File: src/rtl/scanner_lot_sequencer.sv
// ----------------------------------------------------------------------------
// scanner_lot_sequencer: runs reticle/wafer handling and exposure for one lot.
// Rev 1.0
// ----------------------------------------------------------------------------
`default_nettype none

module scanner_lot_sequencer #(
  parameter int CNT_W   = 8,
  parameter int TIMEOUT = 64,
  parameter int TMR_W   = 8
) (
  input  logic             clk,
  input  logic             reset,
  input  logic             start,
  input  logic [CNT_W-1:0] wafer_count,
  input  logic             abort,
  input  logic             clear_err,
  input  logic             wl_ready,
  input  logic             rl_ready,
  input  logic             expose_done,
  output logic             cmd_wl_load,
  output logic             cmd_wl_unload,
  output logic             cmd_rl_load,
  output logic             cmd_rl_unload,
  output logic             expose_start,
  output logic             busy,
  output logic             lot_done,
  output logic             error,
  output logic [1:0]       err_code,
  output logic [CNT_W-1:0] wafers_done
);

  typedef enum logic [2:0] {
    S_IDLE      = 3'd0,
    S_RL_LOAD   = 3'd1,
    S_WL_LOAD   = 3'd2,
    S_EXPOSE    = 3'd3,
    S_WL_UNLOAD = 3'd4,
    S_RL_UNLOAD = 3'd5,
    S_DONE      = 3'd6,
    S_ERROR     = 3'd7
  } state_t;

  state_t           r_state;
  state_t           w_state_nx;
  logic             r_drive;
  logic             w_drive_nx;
  logic [TMR_W-1:0] r_tmr;
  logic [TMR_W-1:0] w_tmr_nx;
  logic [CNT_W-1:0] r_count;
  logic [CNT_W-1:0] w_count_nx;
  logic [CNT_W-1:0] r_wafers;
  logic [CNT_W-1:0] w_wafers_nx;
  logic [CNT_W-1:0] w_wafers_inc;
  logic [1:0]       r_err_code;
  logic [1:0]       w_err_nx;
  logic             r_cmd_wl_load;
  logic             r_cmd_wl_unload;
  logic             r_cmd_rl_load;
  logic             r_cmd_rl_unload;
  logic             r_expose_start;
  logic             r_busy;
  logic             r_lot_done;
  logic             r_error;
  logic             w_ready;
  logic             w_timeout;
  logic             w_busy_state;

  assign w_ready      = (r_state == S_RL_LOAD || r_state == S_RL_UNLOAD) ? rl_ready : wl_ready;
  assign w_timeout    = (r_tmr == TMR_W'(TIMEOUT - 1));
  assign w_wafers_inc = r_wafers + CNT_W'(1);
  assign w_busy_state = !(r_state == S_IDLE || r_state == S_ERROR);

  always_comb begin
    w_state_nx  = r_state;
    w_drive_nx  = r_drive;
    w_tmr_nx    = r_tmr + TMR_W'(1);
    w_count_nx  = r_count;
    w_wafers_nx = r_wafers;
    w_err_nx    = r_err_code;

    case (r_state)
      S_IDLE: begin
        if (start && wafer_count != '0) begin
          w_state_nx  = S_RL_LOAD;
          w_count_nx  = wafer_count;
          w_wafers_nx = '0;
        end
      end
      // ARM waits for ready low so the handler sees a fresh request; DRIVE
      // holds the command until ready is seen high.
      S_RL_LOAD, S_WL_LOAD, S_WL_UNLOAD, S_RL_UNLOAD: begin
        if (!r_drive) begin
          if (!w_ready) begin
            w_drive_nx = 1'b1;
          end
        end else if (w_ready) begin
          case (r_state)
            S_RL_LOAD: w_state_nx = S_WL_LOAD;
            S_WL_LOAD: w_state_nx = S_EXPOSE;
            S_WL_UNLOAD: begin
              w_wafers_nx = w_wafers_inc;
              w_state_nx  = (w_wafers_inc == r_count) ? S_RL_UNLOAD : S_WL_LOAD;
            end
            default: w_state_nx = S_DONE;
          endcase
        end
        if (w_state_nx == r_state && w_timeout) begin
          w_state_nx = S_ERROR;
          w_err_nx   = 2'd1;
        end
      end
      S_EXPOSE: begin
        if (expose_done) begin
          w_state_nx = S_WL_UNLOAD;
        end else if (w_timeout) begin
          w_state_nx = S_ERROR;
          w_err_nx   = 2'd2;
        end
      end
      S_DONE: w_state_nx = S_IDLE;
      S_ERROR: begin
        if (clear_err) begin
          w_state_nx = S_IDLE;
          w_err_nx   = 2'd0;
        end
      end
      default: w_state_nx = S_IDLE;
    endcase

    // Abort overrides any completion or timeout seen in the same cycle.
    if (w_busy_state && abort) begin
      w_state_nx  = S_ERROR;
      w_err_nx    = 2'd3;
      w_wafers_nx = r_wafers;
    end

    if (w_state_nx != r_state) begin
      w_tmr_nx   = '0;
      w_drive_nx = 1'b0;
    end
  end

  always_ff @(posedge clk or posedge reset) begin
    if (reset) begin
      r_state         <= S_IDLE;
      r_drive         <= 1'b0;
      r_tmr           <= '0;
      r_count         <= '0;
      r_wafers        <= '0;
      r_err_code      <= 2'd0;
      r_cmd_wl_load   <= 1'b0;
      r_cmd_wl_unload <= 1'b0;
      r_cmd_rl_load   <= 1'b0;
      r_cmd_rl_unload <= 1'b0;
      r_expose_start  <= 1'b0;
      r_busy          <= 1'b0;
      r_lot_done      <= 1'b0;
      r_error         <= 1'b0;
    end else begin
      r_state         <= w_state_nx;
      r_drive         <= w_drive_nx;
      r_tmr           <= w_tmr_nx;
      r_count         <= w_count_nx;
      r_wafers        <= w_wafers_nx;
      r_err_code      <= w_err_nx;
      r_cmd_rl_load   <= (w_state_nx == S_RL_LOAD)   && w_drive_nx;
      r_cmd_wl_load   <= (w_state_nx == S_WL_LOAD)   && w_drive_nx;
      r_cmd_wl_unload <= (w_state_nx == S_WL_UNLOAD) && w_drive_nx;
      r_cmd_rl_unload <= (w_state_nx == S_RL_UNLOAD) && w_drive_nx;
      r_expose_start  <= (w_state_nx == S_EXPOSE) && (r_state != S_EXPOSE);
      r_busy          <= !(w_state_nx == S_IDLE || w_state_nx == S_ERROR);
      r_lot_done      <= (w_state_nx == S_DONE);
      r_error         <= (w_state_nx == S_ERROR);
    end
  end

  assign cmd_wl_load   = r_cmd_wl_load;
  assign cmd_wl_unload = r_cmd_wl_unload;
  assign cmd_rl_load   = r_cmd_rl_load;
  assign cmd_rl_unload = r_cmd_rl_unload;
  assign expose_start  = r_expose_start;
  assign busy          = r_busy;
  assign lot_done      = r_lot_done;
  assign error         = r_error;
  assign err_code      = r_err_code;
  assign wafers_done   = r_wafers;

endmodule

`default_nettype wire
File: config.mk
export PLATFORM = sky130hd
export DESIGN_NAME = scanner_lot_sequencer
export DESIGN_NICKNAME = d
export VERILOG_FILES = /design/src/rtl/scanner_lot_sequencer.sv
export SDC_FILE = /design/constraint.sdc
export NUM_CORES = 1
export LEC_CHECK = 0
export ABC_AREA = 1
export CAP_MARGIN = 20
export CORE_MARGIN = 2
export CORE_UTILIZATION = 29
export DETAILED_ROUTE_END_ITERATION = 8
export HOLD_SLACK_MARGIN = 0.02
export PLACE_DENSITY_LB_ADDON = 0.15
export SETUP_SLACK_MARGIN = 0.05
export SKIP_CTS_REPAIR_TIMING = 1
export SYNTH_ARGS = -nofsm -noshare
export SYNTH_HDL_FRONTEND = slang
export SYNTH_SLANG_ARGS = --single-unit
File: constraint.sdc
create_clock -name clk -period 5.1 [get_ports clk]
set_input_delay 1.02 -clock clk [delete_from_list [all_inputs] [get_ports clk]]
set_output_delay 1.02 -clock clk [all_outputs]
set_load 0.01 [all_outputs]
==> qor.csv, run 1 <==
stage;metric;value;unit
outcome;status;complete, no violations;
power;Gate power share;0.526;
sta;Final Hold Vio Count;0;
detailed_routing;Met2 Routed Length;2410;µm
floorplan;die width;92.0;µm
synthesis;largest family of logic cells by synthesized area;simple AND/OR/NAND/NOR gates;
power;Pwr Density;499;nW/µm²
detailed_routing;WL met1;2630;µm
layout;fin util;0.368;
critical_path;required time of the critical path;5.33;ns
layout;Reg area;951;µm²
synthesis;Post-Syn Instances;288;
critical_path;crit-path cells;clkdlybuf4s50_1 -> or2_2 -> o21ai_2 -> nor2_4 -> inv_2 -> a211oi_2 -> nand2_2 -> o2111ai_4 -> nand2_2 -> nand2_2 -> nand2_2 -> nand2_2 -> nand2_2 -> nor2_8 -> nand3_4 -> nor2_2;
synthesis;synthesized net count;306;
detailed_routing;Detailed Routing Iterations Pass 1;5;
placement;pre-CTS WS;1.96;ns
clock_network;CTS root buf;clkbuf_8;
sta;max_slew headroom;0.657;
layout;post-route cell area;2800;µm²
synthesis;Synth Cell Area;2250;µm²
hold_path;Hold Crit Start;r_tmr[0];
hold_path;WHS Endpoint;r_tmr[0];
synthesis;post-synthesis simple-gate area fraction;0.369;
synthesis;Async S/R FF share, synth;1.00;
clock_network;CTS tree;built;
grt;GRT overflow;0;
critical_path;Reg2Reg Depth;20;
detailed_routing;metal3 WL;213;µm
grt;first-pass GRT wire length;9380;µm
detailed_routing;Detail Route Antenna Nets;0;
synthesis;Yosys cell types;36;
layout;Net count, final;345;
critical_path;max incr delay on CP;0.45;ns
power;Seq pwr share;0.316;
placement;Routability Congestion;0.813;
clock_network;CTS Buf Count;5;
sta;TNS Setup;0;ns
power;VDD IR-drop max;0.213;mV
synthesis;Most used DFF post-synth;dfrtp_1;
detailed_routing;Via density;4.53;
detailed_routing;final wirelength;5310;µm
critical_path;Critical R2R Launch;wafers_done[0];
clock_network;H-tree depth;2;
critical_path;FF-to-FF setup slack;2.52;ns
clock_network;Clock Latency Late Sink;0.29;ns
detailed_routing;Avg WL per Cell;12.4;µm
synthesis;Compound-Gate Fraction of Synth Area;0.0958;
synthesis;most common cell in the netlist;nand2_1;
synthesis;Post-Syn Area per Cell;7.80;µm²
critical_path;cell mode on critical path;nand2_2;
floorplan;die area;8470;µm²
power;Lkg Pwr;1.26;nW
sta;Final setup viols;0;
critical_path;CP Max Fanout;7;
sta;Slew @ Worst Pin;0.514;ns
sta;skew final;0.00678;ns
placement;dpl cells;422;
floorplan;I/O pin total;34;
critical_path;critical path class;in2reg;
hold_path;Hold WC Path Type;reg2reg;
sta;period utilization;0.554;
sta;RSZ-0062 raised after global routing;no;
sta;fin worst setup slack;2.27;ns
synthesis;top cells by count, synth;68 x nand2_1, 38 x dfrtp_1, 36 x inv_1;
power;Sw Share;0.468;
clock_network;Num Clock Sinks;38;
layout;layout cells sized above 1;0.162;
power;Int Pwr;0.742;mW
hold_path;Hold Crit Depth;1;
power;clock network fraction of design power;0.158;
synthesis;yosys warns;0;
clock_network;Worst-path clk slew;0.08;ns
layout;# fillers;779;
grt;initial antenna violation count;0;
floorplan;Core Rows;32;
layout;Inserted Diodes;0;
critical_path;CP max stage cell;clkdlybuf4s50_1;
detailed_routing;DRC;0;
sta;highest clock rate;354;MHz
layout;Final Non-Filler Cells;430;
critical_path;crit end category;flip-flop;
grt;Tot GR Track Use;0.142;
synthesis;Synth Area in XOR/XNOR;0.0256;
critical_path;FF-to-FF End;cmd_rl_unload;
grt;largest net degree at the start of global routing;39;
synthesis;most area-hungry cell type in the Yosys netlist;dfrtp_1;
sta;min cycle time layout;2.83;ns
grt;vias in the first global route;1964;
synthesis;FF+latch count, synth;38;
layout;footprint of the multi-input gates;1130;µm²
synthesis;Post-Synth Adder-Cell Area;0.0111;
floorplan;Die Y;92.0;µm
run;max cap viols;0;
critical_path;Worst Setup Start Kind;primary input;
placement;hpwl dp;4030;µm
detailed_routing;DR top layer;met4;
power;NetSw;0.653;mW
synthesis;main area contributors after synthesis;dfrtp_1 42%, nand2_1 11%, nand3_1 6.2%, inv_1 6.0%, nor2_1 4.3%;
placement;# port buffers;33;
synthesis;top-area cell type share of the netlist area;0.423;
critical_path;Crit path arrival time;3.06;ns
synthesis;sequential area share after synthesis;0.423;
synthesis;mux cell area share after synthesis;0;
floorplan;Initial Util;0.295;
detailed_routing;DR vias;1950;
detailed_routing;Initial DRC Count;88;
floorplan;core area;7610;µm²
placement;cell area after placement;2700;µm²
synthesis;EDFF count, synth;0;
layout;Layout area overhead;24.4;%
clock_network;CTS Buffer Depth;2;
sta;Slew Limit Fails;0;
[sequential cells by signal (all words and copies together) (netlist names), 2 cells and up]
register and count:
r_count 8, r_tmr 8, wafers_done 8, r_state 3, err_code 2
[through the flow]
step	power (mW)	hold slack [ns]
after detailed placement	1.19	0.459
after global placement	1.19	0.456
final	1.40	0.468
after CTS	1.41	0.472
after floorplan	0.989	0.442
after global routing	1.54	0.496
[cell usage in the layout, fill, tap and decap left out, types with 6 or more instances in the layout]
cell type	count
nand3_1	28
nor2_2	13
nor2_1	26
clkbuf_8	6
nand2_1	68
nand2_2	11
clkdlybuf4s50_1	33
o21ai_0	16
inv_1	36
dfrtp_1	38
[final cells by class]
| type | instances | area share |
|---|---|---|
| Clock buffer | 6 | 0.0295 |
| Sequential cell | 38 | 0.340 |
| Inverter | 42 | 0.0564 |
| Tap cell | 102 | 0.0456 |
| Clock inverter | 2 | 0.00447 |
| Multi-Input combinational cell | 206 | 0.403 |
| Timing Repair Buffer | 34 | 0.121 |
[per-layer routing]
layer / global-route usage / vias up
li1: - / 1004
met1: 0.194 / 900
met2: 0.221 / 44
met3: 0.0271 / 2
met4: 0.0560 / 0
met5: 0 / -
[power by group through the flow]
| stage | combinational [mW] | sequential [mW] | clock, mW |
|---|---|---|---|
| floorplan | 0.545 | 0.444 | 0 |
| finish | 0.734 | 0.441 | 0.220 |
| detailed placement | 0.742 | 0.446 | 0 |
| global placement | 0.746 | 0.446 | 0 |
| global route | 0.845 | 0.452 | 0.243 |
| CTS | 0.745 | 0.441 | 0.229 |
[worst max-delay path, delay by kind of cell]
family,cells,cell delay (ns)
AO/OA/AOI/OAI,3,0.37
buffers and inverters,2,0.53
AND/OR/NAND/NOR,11,1.13
[cells by family after synthesis]
| group | count (synthesis) |
|---|---|
| flops | 38 |
| buf+inv | 44 |
| simple gates | 166 |
| fa+ha+maj | 2 |
| compound gates | 33 |
| xor+xnor | 5 |
[worst max path at each step]
stage,from,cells after the start,slack (ns),end
2_1_floorplan,wl_ready,14,2.56,cmd_rl_load
3_3_place_gp,wl_ready,16,1.94,cmd_wl_unload
3_5_place_dp,wl_ready,16,1.96,cmd_rl_load
4_1_cts,wl_ready,16,2.26,cmd_rl_load
5_1_grt,wl_ready,16,2.06,cmd_rl_unload
6_report,wl_ready,16,2.27,cmd_rl_unload
No activity file was read; power rests on OpenSTA's default activity.
==> run 2, diff against run 1 <==
==> constraint.sdc (replaced) <==
create_clock -name clk -period 2.74 [get_ports clk]
set_input_delay 0.548 -clock clk [delete_from_list [all_inputs] [get_ports clk]]
set_output_delay 0.548 -clock clk [all_outputs]
set_load 0.01 [all_outputs]
==> qor.csv, run 2 (same netlist as run 1, synthesis figures left out) <==
stage;metric;value;unit
clock_network;Worst-path clk slew;0.08;ns
detailed_routing;Detail Route Antenna Nets;0;
hold_path;WHS Endpoint;r_tmr[0];
run;max cap viols;0;
sta;period utilization;0.898;
detailed_routing;Detailed Routing Iterations Pass 1;5;
grt;met1 GRT Util;0.193;
power;VDD IR-drop max;0.415;mV
critical_path;Crit path arrival time;2.69;ns
critical_path;required time of the critical path;2.97;ns
placement;hpwl dp;3950;µm
floorplan;die area;8470;µm²
floorplan;Initial Util;0.295;
power;Gate power share;0.540;
sta;TNS Setup;0;ns
grt;largest net degree at the start of global routing;39;
layout;footprint of the multi-input gates;1140;µm²
critical_path;kind of cell adding the most delay to the critical path;simple AND/OR/NAND/NOR gates;
clock_network;CTS tree;built;
power;clock network fraction of design power;0.153;
detailed_routing;DR vias;1940;
layout;Reg area;953;µm²
hold_path;Hold WC Path Type;reg2reg;
clock_network;H-tree depth;2;
grt;first-pass GRT wire length;9100;µm
layout;# fillers;812;
critical_path;Critical R2R Launch;wafers_done[1];
critical_path;FF-to-FF setup slack;0.28;ns
clock_network;CTS Buffer Depth;2;
floorplan;core area;7610;µm²
sta;highest clock rate;406;MHz
grt;initial antenna violation count;0;
clock_network;Num Clock Sinks;38;
critical_path;FF-to-FF End;cmd_rl_load;
critical_path;cell mode on critical path;nand2_1;
hold_path;Hold Crit Start;r_tmr[0];
critical_path;Reg2Reg Depth;19;
layout;post-route cell area;2850;µm²
grt;Tot GR Track Use;0.136;
sta;Slew @ Worst Pin;0.502;ns
sta;Final setup viols;0;
critical_path;critical path class;reg2reg;
layout;commonest non-fill, non-tap cell in the layout;nand2_1;
detailed_routing;Initial DRC Count;88;
floorplan;die width;92.0;µm
critical_path;crit-path cells;ha_2 -> nand2_1 -> nand2_1 -> nand3_1 -> nor2_1 -> nand2_1 -> nor2_2 -> nand3_2 -> nand2_1 -> nand2_2 -> o2111ai_4 -> nand2_2 -> nand2_2 -> nand2_4 -> nand2_4 -> nand2_4 -> nor2_8 -> nand3_4 -> nor2_2;
layout;Inserted Diodes;0;
placement;cell area after placement;2730;µm²
sta;RSZ-0062 raised after global routing;no;
sta;Final Hold Vio Count;0;
placement;# port buffers;33;
grt;met3 GRT Util;0.0255;
outcome;status;complete, no violations;
floorplan;Core Rows;32;
clock_network;CTS root buf;clkbuf_8;
floorplan;Die Y;92.0;µm
detailed_routing;DRC;0;
detailed_routing;final wirelength;5170;µm
placement;Routability Congestion;0.820;
critical_path;Worst Setup Start Kind;flip-flop;
power;Lkg Pwr;1.28;nW
power;Int Pwr;1.43;mW
detailed_routing;Via density;4.46;
power;Seq pwr share;0.307;
clock_network;Clock Latency Late Sink;0.29;ns
critical_path;CP Max Fanout;6;
layout;layout cells sized above 1;0.186;
power;Sw Share;0.458;
detailed_routing;Avg WL per Cell;11.9;µm
layout;Layout area overhead;26.6;%
layout;Net count, final;350;
layout;fin util;0.374;
critical_path;max incr delay on CP;0.43;ns
power;Pwr Density;928;nW/µm²
sta;skew final;0.00499;ns
critical_path;Crit. Startpoint;wafers_done[1];
critical_path;crit end category;flip-flop;
grt;vias in the first global route;1916;
critical_path;CP max stage cell;dfrtp_2;
clock_network;CTS Buf Count;5;
grt;global routing's busiest layer;met2;
power;NetSw;1.21;mW
floorplan;I/O pin total;34;
sta;max_slew headroom;0.665;
hold_path;Hold Crit Depth;1;
layout;commonest cells after routing, fill and taps aside;68 x nand2_1, 36 x inv_1, 36 x dfrtp_1;
sta;min cycle time layout;2.46;ns
sta;Slew Limit Fails;0;
grt;met2 Usage GRT;0.208;
critical_path;CP bufs+invs;0;
grt;GRT overflow;0;
==> run 2: cell type report <==
class / count / area share
Multi-Input combinational cell: 206 / 0.400
Tap cell: 102 / 0.0449
Clock buffer: 7 / 0.0303
Inverter: 42 / 0.0563
Timing Repair Buffer: 39 / 0.132
Clock inverter: 1 / 0.00176
Sequential cell: 38 / 0.335
==> run 2: per-layer routing <==
layer  vias up  wire (µm)
li1       1011          -
met1       892       2670
met5         -          0
met4         0         67
met2        32       2280
met3         5        155
==> run 2: worst max-delay path by stage <==
stage,end,depth (start not counted)
floorplan,cmd_rl_load,18
global route,cmd_rl_load,20
CTS,r_tmr[0],19
finish,cmd_rl_load,19
global placement,cmd_rl_load,16
detailed placement,cmd_wl_unload,16
==> run 2: power by group through the flow <==
stage / combinational [mW] / clock (mW) / sequential, mW
global route: 1.62 / 0.444 / 0.832
global placement: 1.42 / 0 / 0.824
floorplan: 1.01 / 0 / 0.826
finish: 1.42 / 0.404 / 0.811
detailed placement: 1.43 / 0 / 0.819
CTS: 1.43 / 0.422 / 0.809
==> run 2: stage by stage <==
| stage | hold slack [ns] | setup slack, ns | total power [mW] | cells |
|---|---|---|---|---|
| finish | 0.486 | 0.279 | 2.64 | 435 |
| global route | 0.504 | 0.0599 | 2.90 | 435 |
| CTS | 0.493 | 0.212 | 2.67 | 434 |
| detailed placement | 0.477 | 0.112 | 2.25 | 426 |
| global placement | 0.467 | 0.105 | 2.25 | 426 |
| floorplan | 0.442 | 0.441 | 1.84 | 288 |
